[config.mk]
export PLATFORM = sky130hd
export DESIGN_NAME = collision_score_flat
export DESIGN_NICKNAME = d
export VERILOG_FILES = /design/src/rtl/flappy_pkg.sv /design/src/rtl/collision_score_if.sv /design/src/rtl/bcd_counter3.sv /design/src/rtl/collision_score.sv /design/src/flat_wrapper.sv
export SDC_FILE = /design/constraint.sdc
export NUM_CORES = 1
export LEC_CHECK = 0
export BUFFER_PORTS_ARGS = -buffer_cell sky130_fd_sc_hd__buf_4
export CAP_MARGIN = 20
export CORE_ASPECT_RATIO = 0.6
export CORE_MARGIN = 4
export CORE_UTILIZATION = 25
export CTS_BUF_LIST = sky130_fd_sc_hd__clkbuf_16
export DETAILED_ROUTE_END_ITERATION = 7
export PLACE_DENSITY = 0.51
export SLEW_MARGIN = 20
export SYNTH_ARGS = -nofsm -noshare
export SYNTH_HDL_FRONTEND = slang
export SYNTH_HIERARCHICAL = 1
export SYNTH_SLANG_ARGS = --single-unit
[constraint.sdc]
create_clock -name clk -period 5.7 [get_ports clk]
set_clock_uncertainty 0.15 [all_clocks]
set_input_delay 0.855 -clock clk [delete_from_list [all_inputs] [get_ports clk]]
set_output_delay 0.855 -clock clk [all_outputs]
set_load 0.05 [all_outputs]
[src/rtl/flappy_pkg.sv]
// Shared FlappyBox screen and obstacle constants, game state encoding and a BCD compare helper.
// No logic of its own; imported by the collision/score block, its interface and the score counter.
package flappy_pkg;

  localparam int T_W       = 29;
  localparam int T_H       = 480;
  localparam int S_Z       = 120;
  localparam int FLOOR_Y   = 479;
  localparam int RESPAWN_X = 670;
  localparam int BCD_W     = 12;

  typedef enum logic [1:0] {
    IDLE  = 2'd0,
    PLAY  = 2'd1,
    DYING = 2'd2,
    OVER  = 2'd3
  } state_e;

  // Most significant digit decides first.
  function automatic logic bcd_gt(input logic [BCD_W-1:0] a, input logic [BCD_W-1:0] b);
    if (a[11:8] != b[11:8]) return a[11:8] > b[11:8];
    if (a[7:4] != b[7:4]) return a[7:4] > b[7:4];
    return a[3:0] > b[3:0];
  endfunction

endpackage

[src/rtl/collision_score_if.sv]
// Player/obstacle inputs and game status outputs of the collision/score block.
// master drives the geometry and button; slave is the collision_score block.
interface collision_score_if;
  import flappy_pkg::*;

  logic             btn_start;
  logic [9:0]       p_y;
  logic [9:0]       o1_x;
  logic [9:0]       o2_x;
  logic [9:0]       S_H1;
  logic [9:0]       S_H2;
  logic             playing;
  logic             game_over;
  logic             game_rst;
  logic             hit;
  logic             score_tick;
  logic [BCD_W-1:0] score_bcd;
  logic [BCD_W-1:0] hi_score_bcd;

  modport master (
    output btn_start, p_y, o1_x, o2_x, S_H1, S_H2,
    input  playing, game_over, game_rst, hit, score_tick, score_bcd, hi_score_bcd
  );

  modport slave (
    input  btn_start, p_y, o1_x, o2_x, S_H1, S_H2,
    output playing, game_over, game_rst, hit, score_tick, score_bcd, hi_score_bcd
  );

endinterface

[src/rtl/bcd_counter3.sv]
// Three-digit BCD score counter: +1 or +2 per cycle, saturating at 999, with synchronous clear.
// Value and the incremented flag are registered, so both appear one edge after the request.
module bcd_counter3
  import flappy_pkg::*;
(
  input  logic             clk,
  input  logic             reset,
  input  logic             clr_i,
  input  logic             inc1_i,
  input  logic             inc2_i,
  output logic [BCD_W-1:0] value_o,
  output logic             incr_o
);

  localparam logic [BCD_W-1:0] MAX_BCD = 12'h999;

  logic [BCD_W-1:0] value_q, value_d;
  logic             incr_q, incr_d;

  function automatic logic [BCD_W-1:0] bcd_inc(input logic [BCD_W-1:0] v);
    logic [3:0] d2, d1, d0;
    {d2, d1, d0} = v;
    if (d0 != 4'd9) begin
      d0 = d0 + 4'd1;
    end else begin
      d0 = 4'd0;
      if (d1 != 4'd9) begin
        d1 = d1 + 4'd1;
      end else begin
        d1 = 4'd0;
        d2 = d2 + 4'd1;
      end
    end
    return {d2, d1, d0};
  endfunction

  always_comb begin
    logic [BCD_W-1:0] once;
    once    = bcd_inc(value_q);
    value_d = value_q;
    incr_d  = 1'b0;
    if (clr_i) begin
      value_d = '0;
    end else if ((inc1_i || inc2_i) && value_q != MAX_BCD) begin
      incr_d  = 1'b1;
      // A +2 from 998 stops at 999 rather than wrapping.
      value_d = (inc2_i && once != MAX_BCD) ? bcd_inc(once) : once;
    end
  end

  always_ff @(posedge clk) begin
    if (reset) begin
      value_q <= '0;
      incr_q  <= 1'b0;
    end else begin
      value_q <= value_d;
      incr_q  <= incr_d;
    end
  end

  assign value_o = value_q;
  assign incr_o  = incr_q;

endmodule

[src/rtl/collision_score.sv]
// FlappyBox collision/score/game FSM; inputs staged once, outputs registered: 2-cycle latency, no backpressure.
// HIGH_SCORE_EN builds the best-score register; otherwise hi_score_bcd is tied to zero.
module collision_score
  import flappy_pkg::*;
#(
  parameter int P_X      = 200,
  parameter int P_W      = 20,
  parameter int P_H      = 20,
  parameter int HIT_HOLD = 25000000
) (
  input logic              clk,
  input logic              reset,
  collision_score_if.slave bus
);

  localparam int CW = ($clog2(HIT_HOLD) < 1) ? 1 : $clog2(HIT_HOLD);

  state_e          state_q, state_d;
  logic [CW-1:0]   cnt_q, cnt_d;
  logic            game_rst_q, game_rst_d;
  logic            hit_q, hit_d;
  logic [9:0]      py_q, o1x_q, o2x_q, sh1_q, sh2_q;
  logic [9:0]      o1x_prev_q, o2x_prev_q;
  logic            btn_q, btn_prev_q;
  logic            btn_rise, hit_cond, pass1, pass2;
  logic            score_clr, inc1, inc2;
  logic [BCD_W-1:0] score;

  // Column spans [o_x-28, o_x]; the left edge is signed so small o_x cannot wrap.
  function automatic logic coll(input logic [9:0] ox, input logic [9:0] sh, input logic [9:0] py);
    logic signed [11:0] left;
    logic               xov, yout;
    left = $signed({2'b00, ox}) - $signed(12'(T_W - 1));
    xov  = ({1'b0, ox} >= 11'(P_X)) && (left <= $signed(12'(P_X + P_W - 1)));
    yout = ({1'b0, py} < {1'b0, sh}) ||
           (({1'b0, py} + 11'(P_H - 1)) > ({1'b0, sh} + 11'(S_Z - 2)));
    return xov && yout;
  endfunction

  assign btn_rise = btn_q && !btn_prev_q;
  assign hit_cond = coll(o1x_q, sh1_q, py_q) || coll(o2x_q, sh2_q, py_q) ||
                    (({1'b0, py_q} + 11'(P_H - 1)) >= 11'(FLOOR_Y));
  assign pass1    = (o1x_prev_q >= 10'(P_X)) && (o1x_q < 10'(P_X));
  assign pass2    = (o2x_prev_q >= 10'(P_X)) && (o2x_q < 10'(P_X));

  always_comb begin
    state_d    = state_q;
    cnt_d      = cnt_q;
    game_rst_d = 1'b0;
    hit_d      = 1'b0;
    score_clr  = 1'b0;
    inc1       = 1'b0;
    inc2       = 1'b0;
    unique case (state_q)
      IDLE: if (btn_rise) begin
        state_d    = PLAY;
        game_rst_d = 1'b1;
        score_clr  = 1'b1;
      end
      PLAY: if (hit_cond) begin
        state_d = DYING;
        hit_d   = 1'b1;
        cnt_d   = CW'(HIT_HOLD - 1);
      end else begin
        inc1 = pass1 ^ pass2;
        inc2 = pass1 & pass2;
      end
      DYING: if (cnt_q == '0) state_d = OVER;
             else cnt_d = cnt_q - CW'(1);
      OVER: if (btn_rise) state_d = IDLE;
      default: state_d = IDLE;
    endcase
  end

  always_ff @(posedge clk) begin
    if (reset) begin
      state_q    <= IDLE;
      cnt_q      <= '0;
      game_rst_q <= 1'b0;
      hit_q      <= 1'b0;
      py_q       <= '0;
      o1x_q      <= '0;
      o2x_q      <= '0;
      sh1_q      <= '0;
      sh2_q      <= '0;
      o1x_prev_q <= '0;
      o2x_prev_q <= '0;
      btn_q      <= 1'b0;
      btn_prev_q <= 1'b0;
    end else begin
      state_q    <= state_d;
      cnt_q      <= cnt_d;
      game_rst_q <= game_rst_d;
      hit_q      <= hit_d;
      py_q       <= bus.p_y;
      o1x_q      <= bus.o1_x;
      o2x_q      <= bus.o2_x;
      sh1_q      <= bus.S_H1;
      sh2_q      <= bus.S_H2;
      o1x_prev_q <= o1x_q;
      o2x_prev_q <= o2x_q;
      btn_q      <= bus.btn_start;
      btn_prev_q <= btn_q;
    end
  end

  bcd_counter3 u_score (
    .clk     (clk),
    .reset   (reset),
    .clr_i   (score_clr),
    .inc1_i  (inc1),
    .inc2_i  (inc2),
    .value_o (score),
    .incr_o  (bus.score_tick)
  );

`ifdef HIGH_SCORE_EN
  logic [BCD_W-1:0] hi_q;
  always_ff @(posedge clk) begin
    if (reset) hi_q <= '0;
    else if (state_q == DYING && cnt_q == '0 && bcd_gt(score, hi_q)) hi_q <= score;
  end
  assign bus.hi_score_bcd = hi_q;
`else
  assign bus.hi_score_bcd = '0;
`endif

  assign bus.playing   = (state_q == PLAY);
  assign bus.game_over = (state_q == OVER);
  assign bus.game_rst  = game_rst_q;
  assign bus.hit       = hit_q;
  assign bus.score_bcd = score;

endmodule

[src/flat_wrapper.sv]
// flat-port wrapper written by rule: the top's interface ports become plain ports
module collision_score_flat import flappy_pkg::*;
#(
  parameter int P_X      = 200,
  parameter int P_W      = 20,
  parameter int P_H      = 20,
  parameter int HIT_HOLD = 25000000
)
  (clk, reset, bus_btn_start, bus_p_y, bus_o1_x, bus_o2_x, bus_S_H1, bus_S_H2, bus_playing, bus_game_over, bus_game_rst, bus_hit, bus_score_tick, bus_score_bcd, bus_hi_score_bcd);
  collision_score_if bus_i ();
  input logic clk;
  input logic reset;
  input wire logic [$bits(bus_i.btn_start)-1:0] bus_btn_start;
  input wire logic [$bits(bus_i.p_y)-1:0] bus_p_y;
  input wire logic [$bits(bus_i.o1_x)-1:0] bus_o1_x;
  input wire logic [$bits(bus_i.o2_x)-1:0] bus_o2_x;
  input wire logic [$bits(bus_i.S_H1)-1:0] bus_S_H1;
  input wire logic [$bits(bus_i.S_H2)-1:0] bus_S_H2;
  output wire logic [$bits(bus_i.playing)-1:0] bus_playing;
  output wire logic [$bits(bus_i.game_over)-1:0] bus_game_over;
  output wire logic [$bits(bus_i.game_rst)-1:0] bus_game_rst;
  output wire logic [$bits(bus_i.hit)-1:0] bus_hit;
  output wire logic [$bits(bus_i.score_tick)-1:0] bus_score_tick;
  output wire logic [$bits(bus_i.score_bcd)-1:0] bus_score_bcd;
  output wire logic [$bits(bus_i.hi_score_bcd)-1:0] bus_hi_score_bcd;
  assign bus_i.btn_start = bus_btn_start;
  assign bus_i.p_y = bus_p_y;
  assign bus_i.o1_x = bus_o1_x;
  assign bus_i.o2_x = bus_o2_x;
  assign bus_i.S_H1 = bus_S_H1;
  assign bus_i.S_H2 = bus_S_H2;
  assign bus_playing = bus_i.playing;
  assign bus_game_over = bus_i.game_over;
  assign bus_game_rst = bus_i.game_rst;
  assign bus_hit = bus_i.hit;
  assign bus_score_tick = bus_i.score_tick;
  assign bus_score_bcd = bus_i.score_bcd;
  assign bus_hi_score_bcd = bus_i.hi_score_bcd;
  collision_score #(.P_X(P_X), .P_W(P_W), .P_H(P_H), .HIT_HOLD(HIT_HOLD)) u_core (.clk(clk), .reset(reset), .bus(bus_i));
endmodule
==> impl_results.md <==
- Ys Warns: 6
- Synth-to-layout area growth: 15.1%
- RSZ-0062 raised after global routing: no
- Crit Path Class: flop to flop
- Detailed Route WL: 19.5 mm
- Power Internal: 1.58 mW
- CP delay by family, top: compound AO/OA/AOI/OAI gates
- Data arrival time of the critical path: 5150 ps
- Leak: 3.33 nW
- Max Slew Vio Count: 0
- PD cells: 337 mW/mm^2
- Stages on worst setup path: 20
- Port buffer count: 69
- Max Freq: 0.199 GHz
- Clk pwr share: 23.0%
- Post-Synthesis Cells: 826
- Design area: 0.00819 mm^2
- N_diodes: 0
- Most frequent cells in the layout: 108 x dfxtp_1, 75 x buf_4, 72 x nor2b_1
- Seq/Total Area, Yosys: 30.4%
- WP buf/inv: 2
- Routed Antenna Nets: 0
- Drt wl/cell: 15.7 um
- # setup viols final: 0
- Synthesized flop and latch total: 108
- Hold Path Depth: 1
- Status: finished clean
- Vias in the first global route: 5669
- Drc violations: 0
- Final hold slack: 320 ps
- CTS clk-pin slew, worst paths: 90 ps
- Max Buffers Root-to-Sink: 2
- Ys flop type: dfxtp_1
- Initial drt markers: 475
- CTS Sinks: 108
- Pwr Total: 2.76 mW
- GRT overflow: 0
- Worst slew margin: 45.6%
- Hold-fix buffers, CTS: 0
- First-pass GRT wire length: 31.3 mm
- Setup crit end kind: flop
- FFs w/ async S/R, synth: 0%
- Period utilisation layout: 88.2%
- Hpwl dp: 14.7 mm
- R2R cell count: 20
- Final Util: 29.4%
- Synth unique cells: 96
- Vias/cell: 4.95
- Final worst setup slack: 670 ps
- Fill cell count: 2952
- Setup WS pre-CTS: 781 ps
- Synthesized cell area: 0.00712 mm^2
- Peak supply drop: 0.182 mV
- CTS tree: built
- Max-cap violations: 0
- Net switching power of the design: 1.18 mW
- Worst EP required: 5820 ps
- CTS Buf Count: 9
- GPL Wtd Cong: 0.833
- Critical Path Start Type: flop
- Io pins: 82
- Insertion delay to the later sink of the worst-skew pair: 380 ps
- Root Buffer: clkbuf_16
- Post-DP Area: 0.00790 mm^2
- CTS resizes: 0
- EDFF count, synth: 0
- Largest stage delay, worst path: 450 ps
- Switching Fraction: 42.9%
- Core ar.: 0.0278 mm^2
- Die area: 0.0313 mm^2
- Dpl cells: 1228
- Antenna violations before repair: 1
- Flop pwr share: 35.2%
- GRT Util Overall: 12.4%
- Final #Nets: 990
- Slowest CP cell: dfxtp_1
- Die W: 226 um
- Via count: 6154
- Worst hold path class: flop to flop
- Crit path cell chain: inv_1 -> ha_1 -> nand4b_2 -> nand2_1 -> nand3_1 -> xnor2_1 -> ha_1 -> a21o_1 -> a21oi_1 -> nor2b_1 -> a311oi_2 -> o2111ai_1 -> a21boi_2 -> and3_1 -> buf_4 -> or2_2 -> o31a_1 -> o21ai_0 -> or4_1 -> and3_1
- Gate power share: 41.8%
- Largest net degree at the start of global routing: 72
- Share of cells above drive strength 1: 13.7%
- Die height: 139 um
- Drt first pass iters: 5
- Setup TNS Final: 0 ps
- Worst slew pin tran: 815 ps
- Site row count: 47
- Syn_area_per_cell: 8.62 um^2
- # Post-CTS Setup Buffers: 0
- H-tree Lvls: 3
- Most common cell after layout, fill and taps aside: dfxtp_1
- Final hold viol count: 0
- Post-route minimum period: 5030 ps
- Initial Util: 25.6%
- Critical path peak fanout: 12
- Non-Filler Instances: 1244
[worst register-to-register path, cell delays in order, from the launching register on]
cell and delay (ps):
dfxtp_1 450, inv_1 140, ha_1 260, nand4b_2 280, nand2_1 150, nand3_1 100
xnor2_1 250, ha_1 290, a21o_1 160, a21oi_1 150, nor2b_1 70, a311oi_2 390
o2111ai_1 300, a21boi_2 230, and3_1 180, buf_4 180, or2_2 230, o31a_1 330
o21ai_0 110, or4_1 390, and3_1 150
[cells in the mapped netlist (9+ instances only)]
master     instances  area [um^2]
a211oi_1          15          113
a21oi_1           49          245
a31oi_1           11         68.8
buf_2             11         55.1
buf_4             15          113
clkbuf_1          20         75.1
dfxtp_1          108         2160
ha_1              65          813
inv_1             47          176
nand2_1           56          210
nand3_1           22          110
nand4_1           13         81.3
nor2_1            46          173
nor2b_1           73          457
nor3_1            24          120
o2111ai_1          9         78.8
o21a_1             9         67.6
o21ai_0           21          105
xnor2_1           25          219
[worst paths after layout]
check / start / slack, ps / to
setup / recovery: u_core/py_q[0]$_SDFF_PP0_ / 670 / u_core/u_score/value_o[11]$_SDFFE_PP0P_
hold / removal: u_core/btn_q$_SDFF_PP0_ / 320 / u_core/btn_prev_q$_SDFF_PP0_
setup reg to reg: u_core/py_q[0]$_SDFF_PP0_ / 670 / u_core/u_score/value_o[11]$_SDFFE_PP0P_
hold reg to reg: u_core/btn_q$_SDFF_PP0_ / 320 / u_core/btn_prev_q$_SDFF_PP0_
[registers in the layout, indices dropped and copies added, names as in the netlist, 2 cells and up]
name	cells
u_core/cnt_q	25
u_core/o1x_prev_q	7
u_core/o1x_q	10
u_core/o2x_prev_q	7
u_core/o2x_q	10
u_core/py_q	10
u_core/sh1_q	10
u_core/sh2_q	10
u_core/state_q	2
u_core/u_score/value_o	12
[kinds of logic (layout without fill, tap and decap cells)]
logic type,Yosys count,in the layout,share of synthesized area [%]
AND/OR/NAND/NOR,307,307,24.7
buffers and inverters,99,139,6.52
other,1,12,0.0527
multiplexers,5,5,0.721
AO/OA/AOI/OAI,208,208,21.9
XOR/XNOR,33,33,4.25
adder cells (fa/ha/maj),65,65,11.4
flip-flops,108,108,30.4
[routing by layer]
layer / track usage (%) / vias to the layer above / part of all wire [%]
met5: 0 / - / 0
met1: 20.0 / 2857 / 55
met3: 3.83 / 13 / 6.8
met2: 15.4 / 201 / 37
li1: - / 3083 / -
met4: 2.71 / 0 / 0.85
[power groups by stage]
| stage | Combinational, mW | Clock (mW) | Sequential (mW) |
|---|---|---|---|
| 2_1_floorplan | 0.840 | 0 | 0.957 |
| 3_3_place_gp | 1.13 | 0 | 0.984 |
| 3_5_place_dp | 1.13 | 0 | 0.984 |
| 4_1_cts | 1.13 | 0.654 | 0.968 |
| 5_1_grt | 1.26 | 0.681 | 0.988 |
| 6_report | 1.15 | 0.634 | 0.972 |
[layout make-up]
class                   instances  area, um^2  area share (%)
clock inverters                 7        65.1           0.795
flip-flops and latches        108        2160            26.4
repair buffers                 75         563            6.88
inverters                      48         180            2.20
clock buffers                   9         225            2.75
multi-input cells             630        4530            55.4
well taps                     367         459            5.61
No activity file was read; power rests on OpenSTA's default activity.
